===== config.mk =====
export PLATFORM = sky130hd
export DESIGN_NAME = unified_mem_arbiter_flat
export DESIGN_NICKNAME = d
export VERILOG_FILES = /design/src/rtl/unified_mem_arbiter_if.sv /design/src/rtl/unified_mem_arbiter.sv /design/src/flat_wrapper.sv
export SDC_FILE = /design/constraint.sdc
export NUM_CORES = 1
export LEC_CHECK = 0
export ABC_AREA = 1
export ABC_CLOCK_PERIOD_IN_PS = 7000
export BUFFER_PORTS_ARGS = -buffer_cell sky130_fd_sc_hd__buf_2
export CORE_MARGIN = 2
export CORE_UTILIZATION = 30
export CTS_CLUSTER_DIAMETER = 80
export DETAILED_ROUTE_END_ITERATION = 16
export PLACE_DENSITY_LB_ADDON = 0.3
export SETUP_SLACK_MARGIN = 0.15
export SLEW_MARGIN = 20
export SYNTH_ARGS = -nofsm -noshare
export SYNTH_HDL_FRONTEND = slang
export SYNTH_SLANG_ARGS = --single-unit

===== constraint.sdc =====
create_clock -name clk -period 7 [get_ports clk]
set_input_delay 2.1 -clock clk [delete_from_list [all_inputs] [get_ports clk]]
set_output_delay 2.1 -clock clk [all_outputs]
set_load 0.005 [all_outputs]

===== src/rtl/unified_mem_arbiter_if.sv =====
// Request/response bundle between the IF/MEM stages, the arbiter and the unified memory.
// The slave modport is the arbiter's view; master is the requester/memory side.
interface unified_mem_arbiter_if #(
  parameter int ADDR_W = 32,
  parameter int DATA_W = 32
);
  logic              if_req;
  logic [ADDR_W-1:0] if_addr;
  logic              if_flush;
  logic [DATA_W-1:0] if_rdata;
  logic              if_ready;
  logic              d_req;
  logic              d_we;
  logic [ADDR_W-1:0] d_addr;
  logic [DATA_W-1:0] d_wdata;
  logic [DATA_W-1:0] d_rdata;
  logic              d_ready;
  logic              mem_en;
  logic              mem_we;
  logic [ADDR_W-1:0] mem_addr;
  logic [DATA_W-1:0] mem_wdata;
  logic [DATA_W-1:0] mem_rdata;
  logic              stall_if;
  logic              stall_mem;

  modport slave (
    input  if_req, if_addr, if_flush, d_req, d_we, d_addr, d_wdata, mem_rdata,
    output if_rdata, if_ready, d_rdata, d_ready, mem_en, mem_we, mem_addr, mem_wdata,
           stall_if, stall_mem
  );

  modport master (
    output if_req, if_addr, if_flush, d_req, d_we, d_addr, d_wdata, mem_rdata,
    input  if_rdata, if_ready, d_rdata, d_ready, mem_en, mem_we, mem_addr, mem_wdata,
           stall_if, stall_mem
  );
endinterface


===== src/rtl/unified_mem_arbiter.sv =====
// Single-ported unified memory arbiter: fetch vs. load/store, one fixed-latency
// transaction at a time, registered ready/rdata, fetch abort on flush.
module unified_mem_arbiter #(
  parameter int ADDR_W  = 32,
  parameter int DATA_W  = 32,
  parameter int MEM_LAT = 2
) (
  input logic             clk,
  input logic             reset,
  unified_mem_arbiter_if.slave bus
);
  typedef enum logic [1:0] {IDLE, ISSUE, WAIT, DONE} state_t;
  localparam logic [3:0] CNT_INIT = 4'(MEM_LAT - 1);

  state_t            state_q, state_d;
  logic [3:0]        cnt_q, cnt_d;
  logic              last_d_q, last_d_d;
  logic              abort_q, abort_d;
  logic              own_d_q, own_d_d;
  logic              we_q, we_d;
  logic              mem_en_q, mem_en_d;
  logic              mem_we_q, mem_we_d;
  logic [ADDR_W-1:0] mem_addr_q, mem_addr_d;
  logic [DATA_W-1:0] mem_wdata_q, mem_wdata_d;
  logic              if_ready_q, if_ready_d;
  logic              d_ready_q, d_ready_d;
  logic [DATA_W-1:0] if_rdata_q, if_rdata_d;
  logic [DATA_W-1:0] d_rdata_q, d_rdata_d;
  logic              arb_en, req_d, req_i, grant_d, grant_i;

  always_comb begin
    state_d     = state_q;
    cnt_d       = cnt_q;
    last_d_d    = last_d_q;
    abort_d     = abort_q;
    own_d_d     = own_d_q;
    we_d        = we_q;
    mem_en_d    = 1'b0;
    mem_we_d    = 1'b0;
    mem_addr_d  = mem_addr_q;
    mem_wdata_d = mem_wdata_q;
    if_ready_d  = 1'b0;
    d_ready_d   = 1'b0;
    if_rdata_d  = if_rdata_q;
    d_rdata_d   = d_rdata_q;

    // DONE arbitrates like IDLE; the requester being served this cycle still
    // holds its req, so mask it unless its transaction was aborted.
    arb_en  = (state_q == IDLE) || (state_q == DONE);
    req_d   = bus.d_req & ~((state_q == DONE) & own_d_q);
    req_i   = bus.if_req & ~bus.if_flush & ~((state_q == DONE) & ~own_d_q & ~abort_q);
    grant_d = arb_en & req_d & ~(req_i & last_d_q);
    grant_i = arb_en & req_i & ~grant_d;

    case (state_q)
      ISSUE: begin
        cnt_d   = CNT_INIT;
        state_d = WAIT;
      end
      WAIT: begin
        if (cnt_q == 4'd0) begin
          state_d = DONE;
          if (own_d_q) begin
            d_ready_d = 1'b1;
            if (!we_q) d_rdata_d = bus.mem_rdata;
          end else if (!(abort_q | bus.if_flush)) begin
            if_ready_d = 1'b1;
            if_rdata_d = bus.mem_rdata;
          end
        end else begin
          cnt_d = cnt_q - 4'd1;
        end
      end
      DONE:    state_d = IDLE;
      default: ;
    endcase

    if ((state_q != IDLE) && !own_d_q && bus.if_flush) abort_d = 1'b1;
    if (state_q == DONE) abort_d = 1'b0;

    if (grant_d | grant_i) begin
      state_d    = ISSUE;
      own_d_d    = grant_d;
      we_d       = grant_d & bus.d_we;
      last_d_d   = grant_d;
      abort_d    = 1'b0;
      mem_en_d   = 1'b1;
      mem_we_d   = grant_d & bus.d_we;
      mem_addr_d = grant_d ? bus.d_addr : bus.if_addr;
      if (grant_d) mem_wdata_d = bus.d_wdata;
    end
  end

  always_ff @(posedge clk or posedge reset) begin
    if (reset) begin
      state_q     <= IDLE;
      cnt_q       <= '0;
      last_d_q    <= 1'b0;
      abort_q     <= 1'b0;
      own_d_q     <= 1'b0;
      we_q        <= 1'b0;
      mem_en_q    <= 1'b0;
      mem_we_q    <= 1'b0;
      mem_addr_q  <= '0;
      mem_wdata_q <= '0;
      if_ready_q  <= 1'b0;
      d_ready_q   <= 1'b0;
      if_rdata_q  <= '0;
      d_rdata_q   <= '0;
    end else begin
      state_q     <= state_d;
      cnt_q       <= cnt_d;
      last_d_q    <= last_d_d;
      abort_q     <= abort_d;
      own_d_q     <= own_d_d;
      we_q        <= we_d;
      mem_en_q    <= mem_en_d;
      mem_we_q    <= mem_we_d;
      mem_addr_q  <= mem_addr_d;
      mem_wdata_q <= mem_wdata_d;
      if_ready_q  <= if_ready_d;
      d_ready_q   <= d_ready_d;
      if_rdata_q  <= if_rdata_d;
      d_rdata_q   <= d_rdata_d;
    end
  end

  assign bus.mem_en    = mem_en_q;
  assign bus.mem_we    = mem_we_q;
  assign bus.mem_addr  = mem_addr_q;
  assign bus.mem_wdata = mem_wdata_q;
  assign bus.if_ready  = if_ready_q;
  assign bus.d_ready   = d_ready_q;
  assign bus.if_rdata  = if_rdata_q;
  assign bus.d_rdata   = d_rdata_q;
  assign bus.stall_if  = bus.if_req & ~bus.if_ready & ~bus.if_flush;
  assign bus.stall_mem = bus.d_req & ~bus.d_ready;
endmodule


===== src/flat_wrapper.sv =====
// flat-port wrapper written by rule: the top's interface ports become plain ports
module unified_mem_arbiter_flat 
#(
  parameter int ADDR_W  = 32,
  parameter int DATA_W  = 32,
  parameter int MEM_LAT = 2
)
  (clk, reset, bus_if_req, bus_if_addr, bus_if_flush, bus_d_req, bus_d_we, bus_d_addr, bus_d_wdata, bus_mem_rdata, bus_if_rdata, bus_if_ready, bus_d_rdata, bus_d_ready, bus_mem_en, bus_mem_we, bus_mem_addr, bus_mem_wdata, bus_stall_if, bus_stall_mem);
  unified_mem_arbiter_if #(.ADDR_W(ADDR_W), .DATA_W(DATA_W)) bus_i ();
  input logic clk;
  input logic reset;
  input wire logic [$bits(bus_i.if_req)-1:0] bus_if_req;
  input wire logic [$bits(bus_i.if_addr)-1:0] bus_if_addr;
  input wire logic [$bits(bus_i.if_flush)-1:0] bus_if_flush;
  input wire logic [$bits(bus_i.d_req)-1:0] bus_d_req;
  input wire logic [$bits(bus_i.d_we)-1:0] bus_d_we;
  input wire logic [$bits(bus_i.d_addr)-1:0] bus_d_addr;
  input wire logic [$bits(bus_i.d_wdata)-1:0] bus_d_wdata;
  input wire logic [$bits(bus_i.mem_rdata)-1:0] bus_mem_rdata;
  output wire logic [$bits(bus_i.if_rdata)-1:0] bus_if_rdata;
  output wire logic [$bits(bus_i.if_ready)-1:0] bus_if_ready;
  output wire logic [$bits(bus_i.d_rdata)-1:0] bus_d_rdata;
  output wire logic [$bits(bus_i.d_ready)-1:0] bus_d_ready;
  output wire logic [$bits(bus_i.mem_en)-1:0] bus_mem_en;
  output wire logic [$bits(bus_i.mem_we)-1:0] bus_mem_we;
  output wire logic [$bits(bus_i.mem_addr)-1:0] bus_mem_addr;
  output wire logic [$bits(bus_i.mem_wdata)-1:0] bus_mem_wdata;
  output wire logic [$bits(bus_i.stall_if)-1:0] bus_stall_if;
  output wire logic [$bits(bus_i.stall_mem)-1:0] bus_stall_mem;
  assign bus_i.if_req = bus_if_req;
  assign bus_i.if_addr = bus_if_addr;
  assign bus_i.if_flush = bus_if_flush;
  assign bus_i.d_req = bus_d_req;
  assign bus_i.d_we = bus_d_we;
  assign bus_i.d_addr = bus_d_addr;
  assign bus_i.d_wdata = bus_d_wdata;
  assign bus_i.mem_rdata = bus_mem_rdata;
  assign bus_if_rdata = bus_i.if_rdata;
  assign bus_if_ready = bus_i.if_ready;
  assign bus_d_rdata = bus_i.d_rdata;
  assign bus_d_ready = bus_i.d_ready;
  assign bus_mem_en = bus_i.mem_en;
  assign bus_mem_we = bus_i.mem_we;
  assign bus_mem_addr = bus_i.mem_addr;
  assign bus_mem_wdata = bus_i.mem_wdata;
  assign bus_stall_if = bus_i.stall_if;
  assign bus_stall_mem = bus_i.stall_mem;
  unified_mem_arbiter #(.ADDR_W(ADDR_W), .DATA_W(DATA_W), .MEM_LAT(MEM_LAT)) u_core (.clk(clk), .reset(reset), .bus(bus_i));
endmodule

* After elaboration in Yosys (flattened, before gate mapping)
Index checks and enable logic that the tools add are counted.
Word-level totals: flip-flop bits (word level) 141, bits of input ports 134
Operators by class: equal/unequal tests 5, reduce and logical (&&, ||, !) cells 15, $add $sub $neg 1, mux-type cells 18, bitwise gates (word level) 28
Operators with widths (number):
- 32-bit two-way mux | 1
- 1-bit AND | 15
- 1-bit two-way mux | 12
- 1-bit inverter | 11
- 4-bit case mux with 2 select lines | 1
- 4-bit AND reduction | 2
- 2-bit case mux with 3 select lines | 1
- 2-bit AND reduction | 3
- 2-bit equality test (second input constant) | 2
- 4-bit logical NOT | 1
- 2-bit two-way mux | 2
- 4-bit two-way mux | 1
- 2-bit nonzero test | 2
- 4-bit nonzero test | 1
- 4-bit by 1-bit subtractor with 4-bit output (second input constant) | 1
- 3-bit by 1-bit != test with 1-bit output (second input constant) | 1
- 3-bit nonzero test | 1
- 2-bit by 1-bit equality test with 1-bit output (second input constant) | 1
- 1-bit logical AND | 2
- 2-bit logical NOT | 1
- 2-bit != test (second input constant) | 1
- 1-bit OR | 2
- 1-bit logical NOT | 1
- 1-bit logical OR | 1

* Logic depth before layout (Yosys ltp)
Gate-level depths: netlist (run 1).
depth after elaboration 13, gate-level depth with buffers 10, depth with buffers taken out 9

* Worst setup path before layout (run 1)
Ideal clock, no wire load.
path kind in2out, from input bus_if_flush, to output bus_stall_if, cell stages on the path 3, data required time 4.900 ns, path buffers 0, arrival time 2.295 ns, setup slack 2.605 ns, path through inv_2 -> nand2_1 -> nor2_1
On the way: longest elaborated chain between the ends 2
RTL lines:
- start, declared | RTL line flat_wrapper.sv:14 | input wire logic [$bits(bus_i.if_flush)-1:0] bus_if_flush;
- 1-bit inverter | RTL line unified_mem_arbiter.sv:136 | assign bus.stall_if = bus.if_req & ~bus.if_ready & ~bus.if_flush;
- 1-bit AND | RTL line unified_mem_arbiter.sv:136
- end, declared | RTL line flat_wrapper.sv:28 | output wire logic [$bits(bus_i.stall_if)-1:0] bus_stall_if;
No other way between the ends.

* Worst setup path in the final report (run 1)
Same ends and word-level chain as after synthesis.

==> key figures, run 1 <==
Run status
  – Result of the run: complete, no violations

Clocking
  – H-tree levels: 4
  – Skew-Pair Late Insertion Delay: 0.41 ns
  – Num CTS Buffers: 17
  – Setup bufs post-CTS: 0
  – Clock slew at reported path FFs: 0.06 ns
  – CTS tree: done
  – Sink Count: 141
  – # hold bufs at CTS: 0
  – CTS resizes: 0
  – CTS root buf: clkbuf_16
  – Clock tree buffer depth: 2

Final layout
  – Fillers: 2029
  – Seq. cell area: 3530 sq um
  – Share of post-route cells with drive strength above 1: 35.3%
  – Synth-to-Final Area Change: 35.3%
  – Post-layout util: 41.2%
  – Multi-input logic area: 2040 sq um
  – Final #Nets: 1050
  – Number of diodes: 0

Timing
  – RSZ-0062 raised after global routing: false
  – TNS Setup: 0 ns
  – Final setup fails: 0
  – Max-slew violation count: 0
  – Hold slack: 0.465 ns
  – Relative slew slack: 32.7%
  – Minimum clock period: 4.61 ns
  – Clock skew: 0.00666 ns
  – Final Cycle Share: 65.9%
  – Fin. Hold Viols: 0
  – Worst slew pin tran: 1.01 ns
  – Max frequency: 217 MHz

Drt
  – WL/cell: 14.5 microns
  – DRT Pass-1 Iters: 4
  – Vias per cell: 4.41
  – Routed wire length: 17.2 mm
  – DR iter-0 viols: 200
  – DR vias: 5236
  – Post-route ant nets: 0
  – DRC violations left: 0

Worst setup path
  – CP Cell Sequence: buf_2 > inv_2 > nand2_1 > nor2_1 > buf_2
  – Cell family with most CP delay: buffers and inverters
  – Crit path kind: primary input to primary output
  – Worst setup SP type: primary input
  – Critical path required time: 4.90 ns
  – Slowest-stage cell, CP: buf_2
  – Cell mode on critical path: buf_2
  – Critical Path AT: 2.51 ns
  – Buf/Inv on CP: 3
  – Crit path capture type: primary output
  – Crit Path Max Fanout: 3
  – R2r setup slk: 4.18 ns
  – Highest cell delay on the worst timing path: 0.11 ns

Hold path
  – Min-delay worst type: register to register

Synthesis
  – Post-synthesis cell count: 655
  – Syn. warnings: 0
  – EDFF count, synth: 0
  – Syn nets: 795
  – Synth area leaders: dfrtp_1, nand2_1, a21oi_1
  – Avg Cell Area, Syn: 8.99 sq um
  – Top_reg_cell synth: dfrtp_1
  – Ys async rst share: 100%
  – Sequential area share after synthesis: 59.9%
  – Synth top cells by count: nand2_1, dfrtp_1, a21oi_1, nor2_1
  – Yosys top cell by area: dfrtp_1
  – Count leader, synth: nand2_1
  – Share of the synthesized area in the top cell type: 59.9%
  – Synth Register Bits: 141
  – Netlist cell types: 25
  – Synthesized area: 5890 sq um

Die
  – Die span in y: 144 microns
  – Num rows: 51
  – Die X: 144 microns
  – Core footprint: 19300 sq um
  – Num ports: 268
  – Die ar.: 20800 sq um
  – Initial core utilization: 30.5%

Pwr
  – Clock Power Share: 24.8%
  – Comb power frac: 37.6%
  – Psw: 1400 uW
  – Internal Pwr Total: 2360 uW
  – Total power: 3760 uW
  – Sw frac: 37.1%
  – VDD IR-drop max: 169 uV
  – Sequential Power Share: 37.6%
  – Leak Pwr: 0.00435 uW
  – Pwr/cell area: 472 nW/um^2

GRT
  – Gr ovfl total: 0
  – Maximum number of pins on one net before global-route repair: 95
  – Vias in the first global route: 4987
  – First-pass GRT wire length: 26.4 mm
  – Total track usage: 16.4%
  – Initial antenna violation count: 0

Place
  – Gp weighted congestion: 0.760
  – Quantity of I/O buffers inserted on ports: 267
  – DP Wirelength: 11.5 mm

Job
  – Max-cap violations: 0
==> tightest hold or removal path, stage by stage (launching register included) <==
cell,delay (ns)
dfrtp_1,0.34
nand2_1,0.05
nand2_1,0.05
==> power groups by stage <==
stage / clock network, uW / logic, uW / registers [uW]
3_3_place_gp: 0 / 1420 / 1410
5_1_grt: 1000 / 1620 / 1470
2_1_floorplan: 0 / 791 / 1450
4_1_cts: 961 / 1440 / 1420
6_report: 933 / 1410 / 1410
3_5_place_dp: 0 / 1440 / 1420
==> area by class of cell <==
class | count | area share, %
clock buffer | 19 | 5.56
clock inverter | 13 | 2.01
inverter | 26 | 1.29
multi-input combinational | 453 | 25.6
sequential | 141 | 44.3
tap | 265 | 4.16
timing repair buffer | 271 | 17.1
==> registers in the layout (all words and copies together) (netlist names), 2 cells and up <==
register and flops:
u_core.bus.d_rdata 32, u_core.bus.if_rdata 32, u_core.bus.mem_addr 32, u_core.bus.mem_wdata 32
u_core.cnt_q 4, u_core.state_q 2
==> cell families after synthesis <==
kind of cell | share of synthesized area (%)
xor gates and xnor gates | 0.149
and+or+nand+nor | 22.8
adders and majority gates | 1.27
buffers and inverters | 5.50
DFF | 59.9
AOI/OAI and AO/OA | 10.4
==> path summary, 6_finish.rpt <==
path,endpoint,from,depth (start not counted)
min in group asynchronous,u_core.bus.if_rdata[2],reset,2
max in group asynchronous,u_core.bus.d_rdata[31],reset,3
min,u_core.bus.d_rdata[26],u_core.bus.d_rdata[26],2
max reg2reg,u_core.bus.mem_addr[26],u_core.state_q[0],9
min reg2reg,u_core.bus.d_rdata[26],u_core.bus.d_rdata[26],2
max,bus_stall_if,bus_if_flush,5
==> routing by layer <==
layer / routed length [microns] / part of all wire (%) / global-route usage, %
met3: 981 / 5.7 / 4.37
met5: 0 / 0 / 0
met2: 8070 / 47 / 25.5
met4: 301 / 1.7 / 5.42
met1: 7860 / 46 / 22.1
==> cells in the final DEF (no fill, tap or decap), drive strengths merged <==
cell / n
o22ai: 2
a21oi: 76
bufinv: 3
xor2: 1
nor3: 2
or2: 1
nand4: 1
o21ai: 37
clkbuf: 19
clkinvlp: 2
inv: 30
ha: 6
nand3: 29
nor2: 53
dfrtp: 141
nand2: 245
clkinv: 4
buf: 271
==> through the flow <==
stage	setup slack (ns)	cell area, sq um	std cells
after floorplan	1.12	5890	655
after global placement	2.40	7370	1156
after detailed placement	2.39	7370	1156
after CTS	2.39	7970	1188
after global routing	2.30	7970	1188
final	2.39	7970	1188
(Power assumes the default switching activity.)
==> run 2, diff against run 1 <==
--- a/config.mk
+++ b/config.mk
@@ -6,7 +6,7 @@
 export NUM_CORES = 1
 export LEC_CHECK = 0
 export ABC_AREA = 1
-export ABC_CLOCK_PERIOD_IN_PS = 7000
+export ABC_CLOCK_PERIOD_IN_PS = 3900
 export BUFFER_PORTS_ARGS = -buffer_cell sky130_fd_sc_hd__buf_2
 export CORE_MARGIN = 2
 export CORE_UTILIZATION = 30
==> constraint.sdc (replaced) <==
create_clock -name clk -period 3.9 [get_ports clk]
set_input_delay 1.17 -clock clk [delete_from_list [all_inputs] [get_ports clk]]
set_output_delay 1.17 -clock clk [all_outputs]
set_load 0.005 [all_outputs]
==> run 2 against run 1 <==
Net effect: via count up 0.61%; non-clock buffer count up 4; power up 76%; final cell count up 0.25%; flip-flop and latch count unchanged; clock power up 67%; register-to-register slack worse by 2.6 ns; cell area up 0.16%; first-iteration DRC count up 35%; critical endpoint unchanged; sequential share of layout area down 0.069 points.
==> key figures, run 2 (synthesized netlist as in run 1, its figures left out) <==
Drt
  – WL/cell: 14.4 microns
  – DR vias: 5268
  – Routed wire length: 17.1 mm
  – DRT Pass-1 Iters: 4
  – Post-route ant nets: 0
  – DR iter-0 viols: 269
  – Vias per cell: 4.42
  – DRC violations left: 0

Timing
  – Clock skew: 0.0107 ns
  – Hold slack: 0.468 ns
  – Final Cycle Share: 72.5%
  – Minimum clock period: 2.83 ns
  – RSZ-0062 raised after global routing: false
  – Relative slew slack: 51.3%
  – Max-slew violation count: 0
  – Fin. Hold Viols: 0
  – Worst slew pin tran: 0.730 ns
  – Final setup fails: 0
  – Max frequency: 354 MHz
  – TNS Setup: 0 ns

Final layout
  – Fillers: 2012
  – Synth-to-Final Area Change: 35.5%
  – Final #Nets: 1054
  – Most common cell after layout, fill and taps aside: buf_2
  – Post-layout util: 41.3%
  – Share of post-route cells with drive strength above 1: 35.4%
  – Post-route cell area: 7980 sq um
  – Most frequent cells in the layout: buf_2, nand2_1, dfrtp_1
  – Number of diodes: 0

Clocking
  – Clock tree buffer depth: 2
  – Clock slew at reported path FFs: 0.06 ns
  – Setup bufs post-CTS: 0
  – H-tree levels: 4
  – Skew-Pair Late Insertion Delay: 0.41 ns
  – Sink Count: 141
  – CTS resizes: 0
  – Num CTS Buffers: 17
  – # hold bufs at CTS: 0
  – CTS tree: done
  – CTS root buf: clkbuf_16

Pwr
  – VDD IR-drop max: 327 uV
  – Pwr/cell area: 831 nW/um^2
  – Total power: 6630 uW
  – Leak Pwr: 0.00435 uW

Job
  – Max-cap violations: 0

GRT
  – Gr ovfl total: 0
  – Initial antenna violation count: 0
  – Met3 Use GR: 3.94%
  – First-pass GRT wire length: 25.9 mm
  – Met1 usage: 20.9%
  – Maximum number of pins on one net before global-route repair: 76
  – GR Util met2: 26.2%
  – Vias in the first global route: 4917
  – GRT Max-Usage Layer: met2
  – Total track usage: 16.0%

Die
  – Num ports: 268
  – Num rows: 51
  – Die ar.: 20800 sq um
  – Core footprint: 19300 sq um
  – Initial core utilization: 30.5%
  – Die span in y: 144 microns
  – Die X: 144 microns

Place
  – DP Wirelength: 11.7 mm
  – Gp weighted congestion: 0.764
  – Cell Area, Placed: 7420 sq um
  – Quantity of I/O buffers inserted on ports: 267

Worst setup path
  – Crit path kind: primary input to primary output
  – Crit Path Max Fanout: 3
  – Crit Reg-Reg Startpoint: u_core.state_q[0]
  – Critical Path AT: 1.66 ns
  – Critical path required time: 2.73 ns
  – R2r endpoint: u_core.bus.d_rdata[15]
  – Worst setup path startpoint: bus_if_flush
  – Cells on worst reg2reg path: 7
  – Crit path capture type: primary output
  – R2r setup slk: 1.53 ns
  – Worst setup SP type: primary input

Hold path
  – Worst Hold Launch: u_core.bus.d_rdata[30]
  – WHS Endpoint: u_core.bus.d_rdata[30]
  – Hold Path Depth: 2
  – Min-delay worst type: register to register

Run status
  – Result of the run: complete, no violations
-- run 2: cell count changes in the layout (fill, tap and decap cells not counted), sizes merged --
cell,before,now
inv,30,26
buf,271,275
clkinv,4,6
bufinv,3,1
clkbuf,19,22
-- run 2: metal layers --
metal / vias to the layer above / part of all wire (%)
met1: 2510 / 45
met3: 12 / 5.6
met2: 148 / 48
met4: 0 / 1.3
li1: 2598 / -
met5: - / 0
-- run 2: report_power, final --
part           internal [uW]  switching, uW  total [uW]
clock                    928            632        1560
combinational           1050           1490        2540
sequential              2180            353        2530
-- run 2: through the flow --
| step | instances | setup WS (ns) |
|---|---|---|
| detailed placement | 1160 | 1.06 |
| global route | 1191 | 0.987 |
| global placement | 1160 | 1.06 |
| finish | 1191 | 1.07 |
| floorplan | 655 | 0.967 |
| CTS | 1191 | 1.06 |
-- run 2: critical path, cell delays in order --
cell and delay (ns):
buf_2 0.11, inv_2 0.05, nand2_1 0.11, nor2_1 0.10, buf_2 0.11
-- run 2: final cells by class --
cell class	instances	area [sq um]	share of cell area, %
clock buffer	22	474	5.94
clock inverter	9	87.6	1.10
inverter	26	101	1.27
multi-input combinational	453	2040	25.5
sequential	141	3530	44.2
tap	265	332	4.15
timing repair buffer	275	1420	17.8
-- run 2: worst max-delay path by stage --
stage | slack (ns) | cells after the start | end
CTS | 1.06 | 5 | bus_stall_if
global route | 0.99 | 5 | bus_stall_if
global placement | 1.06 | 5 | bus_stall_if
finish | 1.07 | 5 | bus_stall_if
floorplan | 0.97 | 1 | u_core.abort_q
detailed placement | 1.06 | 5 | bus_stall_if
==> run 3, diff against run 2 <==
--- a/config.mk
+++ b/config.mk
@@ -6,7 +6,7 @@
 export NUM_CORES = 1
 export LEC_CHECK = 0
 export ABC_AREA = 1
-export ABC_CLOCK_PERIOD_IN_PS = 3900
+export ABC_CLOCK_PERIOD_IN_PS = 2400
 export BUFFER_PORTS_ARGS = -buffer_cell sky130_fd_sc_hd__buf_2
 export CORE_MARGIN = 2
 export CORE_UTILIZATION = 30
==> constraint.sdc (replaced) <==
create_clock -name clk -period 2.4 [get_ports clk]
set_input_delay 0.72 -clock clk [delete_from_list [all_inputs] [get_ports clk]]
set_output_delay 0.72 -clock clk [all_outputs]
set_load 0.005 [all_outputs]
==> run 3 against run 2 <==
Net effect: non-clock buffer count grew 5; clock-buffer cell count shrank 3; sequential share of layout area shrank 0.70 points; utilization grew 0.67 points; register-to-register slack lost 0.97 ns; sequential power grew 63%; flip-flop and latch count is the same; routed wire length grew 1.6%; global-route usage grew 0.55 points; cell area grew 1.6%; critical path type unchanged; highest routed layer unchanged.
==> key figures, run 3 (synthesized netlist as in run 1, its figures left out) <==
Worst setup path
  – CP Cell Sequence: buf_2 > inv_2 > nand2_1 > nor2_1 > buf_2
  – Crit path capture type: primary output
  – Crit Path Max Fanout: 3
  – Cell mode on critical path: buf_2
  – Critical Path AT: 1.23 ns
  – Worst setup SP type: primary input
  – Crit path kind: primary input to primary output
  – Critical path required time: 1.68 ns
  – Slowest-stage cell, CP: buf_2
  – Highest cell delay on the worst timing path: 0.14 ns

Clocking
  – Setup bufs post-CTS: 0
  – CTS root buf: clkbuf_16
  – Sink Count: 141
  – Num CTS Buffers: 17
  – H-tree levels: 4
  – Clock tree buffer depth: 2
  – Skew-Pair Late Insertion Delay: 0.41 ns
  – Clock slew at reported path FFs: 0.06 ns
  – # hold bufs at CTS: 0
  – CTS resizes: 0
  – CTS tree: done

Final layout
  – Non-filler cells, final: 1197
  – Final #Nets: 1059
  – Most frequent cells in the layout: buf_2, nand2_1, dfrtp_1
  – Most common cell after layout, fill and taps aside: buf_2
  – Fillers: 1995
  – Number of diodes: 0
  – Synth-to-Final Area Change: 37.7%
  – Share of post-route cells with drive strength above 1: 36.1%

Run status
  – Result of the run: complete, no violations

Place
  – Quantity of I/O buffers inserted on ports: 267
  – Placed cells: 1165
  – DP Wirelength: 12.1 mm
  – Gp weighted congestion: 0.764

Drt
  – WL/cell: 14.5 microns
  – Post-route ant nets: 0
  – DR iter-0 viols: 317
  – DRC violations left: 0
  – DRT Pass-1 Iters: 4
  – Vias per cell: 4.48
  – DR vias: 5360
  – Routed wire length: 17.4 mm

Timing
  – Final setup fails: 0
  – Relative slew slack: 65.0%
  – Worst slew pin tran: 0.525 ns
  – RSZ-0062 raised after global routing: false
  – Final Cycle Share: 81.1%
  – Clock skew: 0.0122 ns
  – Max frequency: 514 MHz
  – TNS Setup: 0 ns
  – Fin. Hold Viols: 0
  – Max-slew violation count: 0
  – Minimum clock period: 1.95 ns

GRT
  – Vias in the first global route: 5095
  – Gr ovfl total: 0
  – Initial antenna violation count: 0
  – First-pass GRT wire length: 26.8 mm
  – Maximum number of pins on one net before global-route repair: 72
  – Total track usage: 16.5%

Die
  – Die span in y: 144 microns
  – Num ports: 268
  – Die X: 144 microns
  – Core footprint: 19300 sq um
  – Num rows: 51
  – Initial core utilization: 30.5%
  – Die ar.: 20800 sq um

Pwr
  – Leak Pwr: 0.00441 uW
  – VDD IR-drop max: 550 uV
  – Pwr/cell area: 1360 nW/um^2

Job
  – Max-cap violations: 0

Hold path
  – Min-delay worst type: primary input to async pin
run 3: critical path: cells and delay by family:
family | cells | cell delay, ns
simple gates | 2 | 0.20
buf+inv | 3 | 0.30
run 3: per-stage QoR:
| stage | setup slack, ns | total power (uW) | utilization, % | cell area (sq um) | hold slack (ns) |
|---|---|---|---|---|---|
| after floorplan | -0.0831 | 6550 | - | 5890 | 0.465 |
| after detailed placement | 0.428 | 8490 | 38.9 | 7520 | 0.454 |
| after CTS | 0.429 | 11200 | 42.0 | 8110 | 0.452 |
| after global routing | 0.357 | 12000 | 42.0 | 8110 | 0.455 |
| final | 0.454 | 11000 | 42.0 | 8110 | 0.427 |
| after global placement | 0.392 | 8380 | 38.9 | 7520 | 0.451 |
run 3: cell type report:
type                    count  area [sq um]  share of cell area (%)
multi-input cells         453          2040                    25.1
flip-flops and latches    141          3530                    43.5
inverters                  26           101                    1.25
clock buffers              19           453                    5.58
repair buffers            280          1520                    18.8
clock inverters            13           138                    1.70
well taps                 265           332                    4.09
run 3: report_power, final:
part | internal (uW) | switching [uW]
combinational | 1790 | 2450
sequential | 3540 | 582
clock | 1590 | 1070
total | 6920 | 4110
run 3: final timing paths:
check | startpoint | end | slack, ns | depth (start not counted)
worst max-delay path | bus_if_flush | bus_stall_if | 0.45 | 5
max in group asynchronous | reset | u_core.bus.mem_wdata[12] | 1.61 | 3
worst max register to register | u_core.state_q[0] | u_core.bus.mem_addr[11] | 0.56 | 8
worst min register to register | u_core.bus.d_rdata[24] | u_core.bus.d_rdata[24] | 0.47 | 2
worst min-delay path | reset | u_core.bus.if_rdata[23] | 0.43 | 3
min in group clk | u_core.bus.d_rdata[24] | u_core.bus.d_rdata[24] | 0.47 | 2
run 3: layer usage:
layer  part of all wire [%]  track usage [%]  routed length (microns)
met1                     44             21.8                     7680
met2                     49             27.1                     8480
met3                    5.7             4.17                      985
met4                    1.3             4.59                      219
met5                      0                0                        0
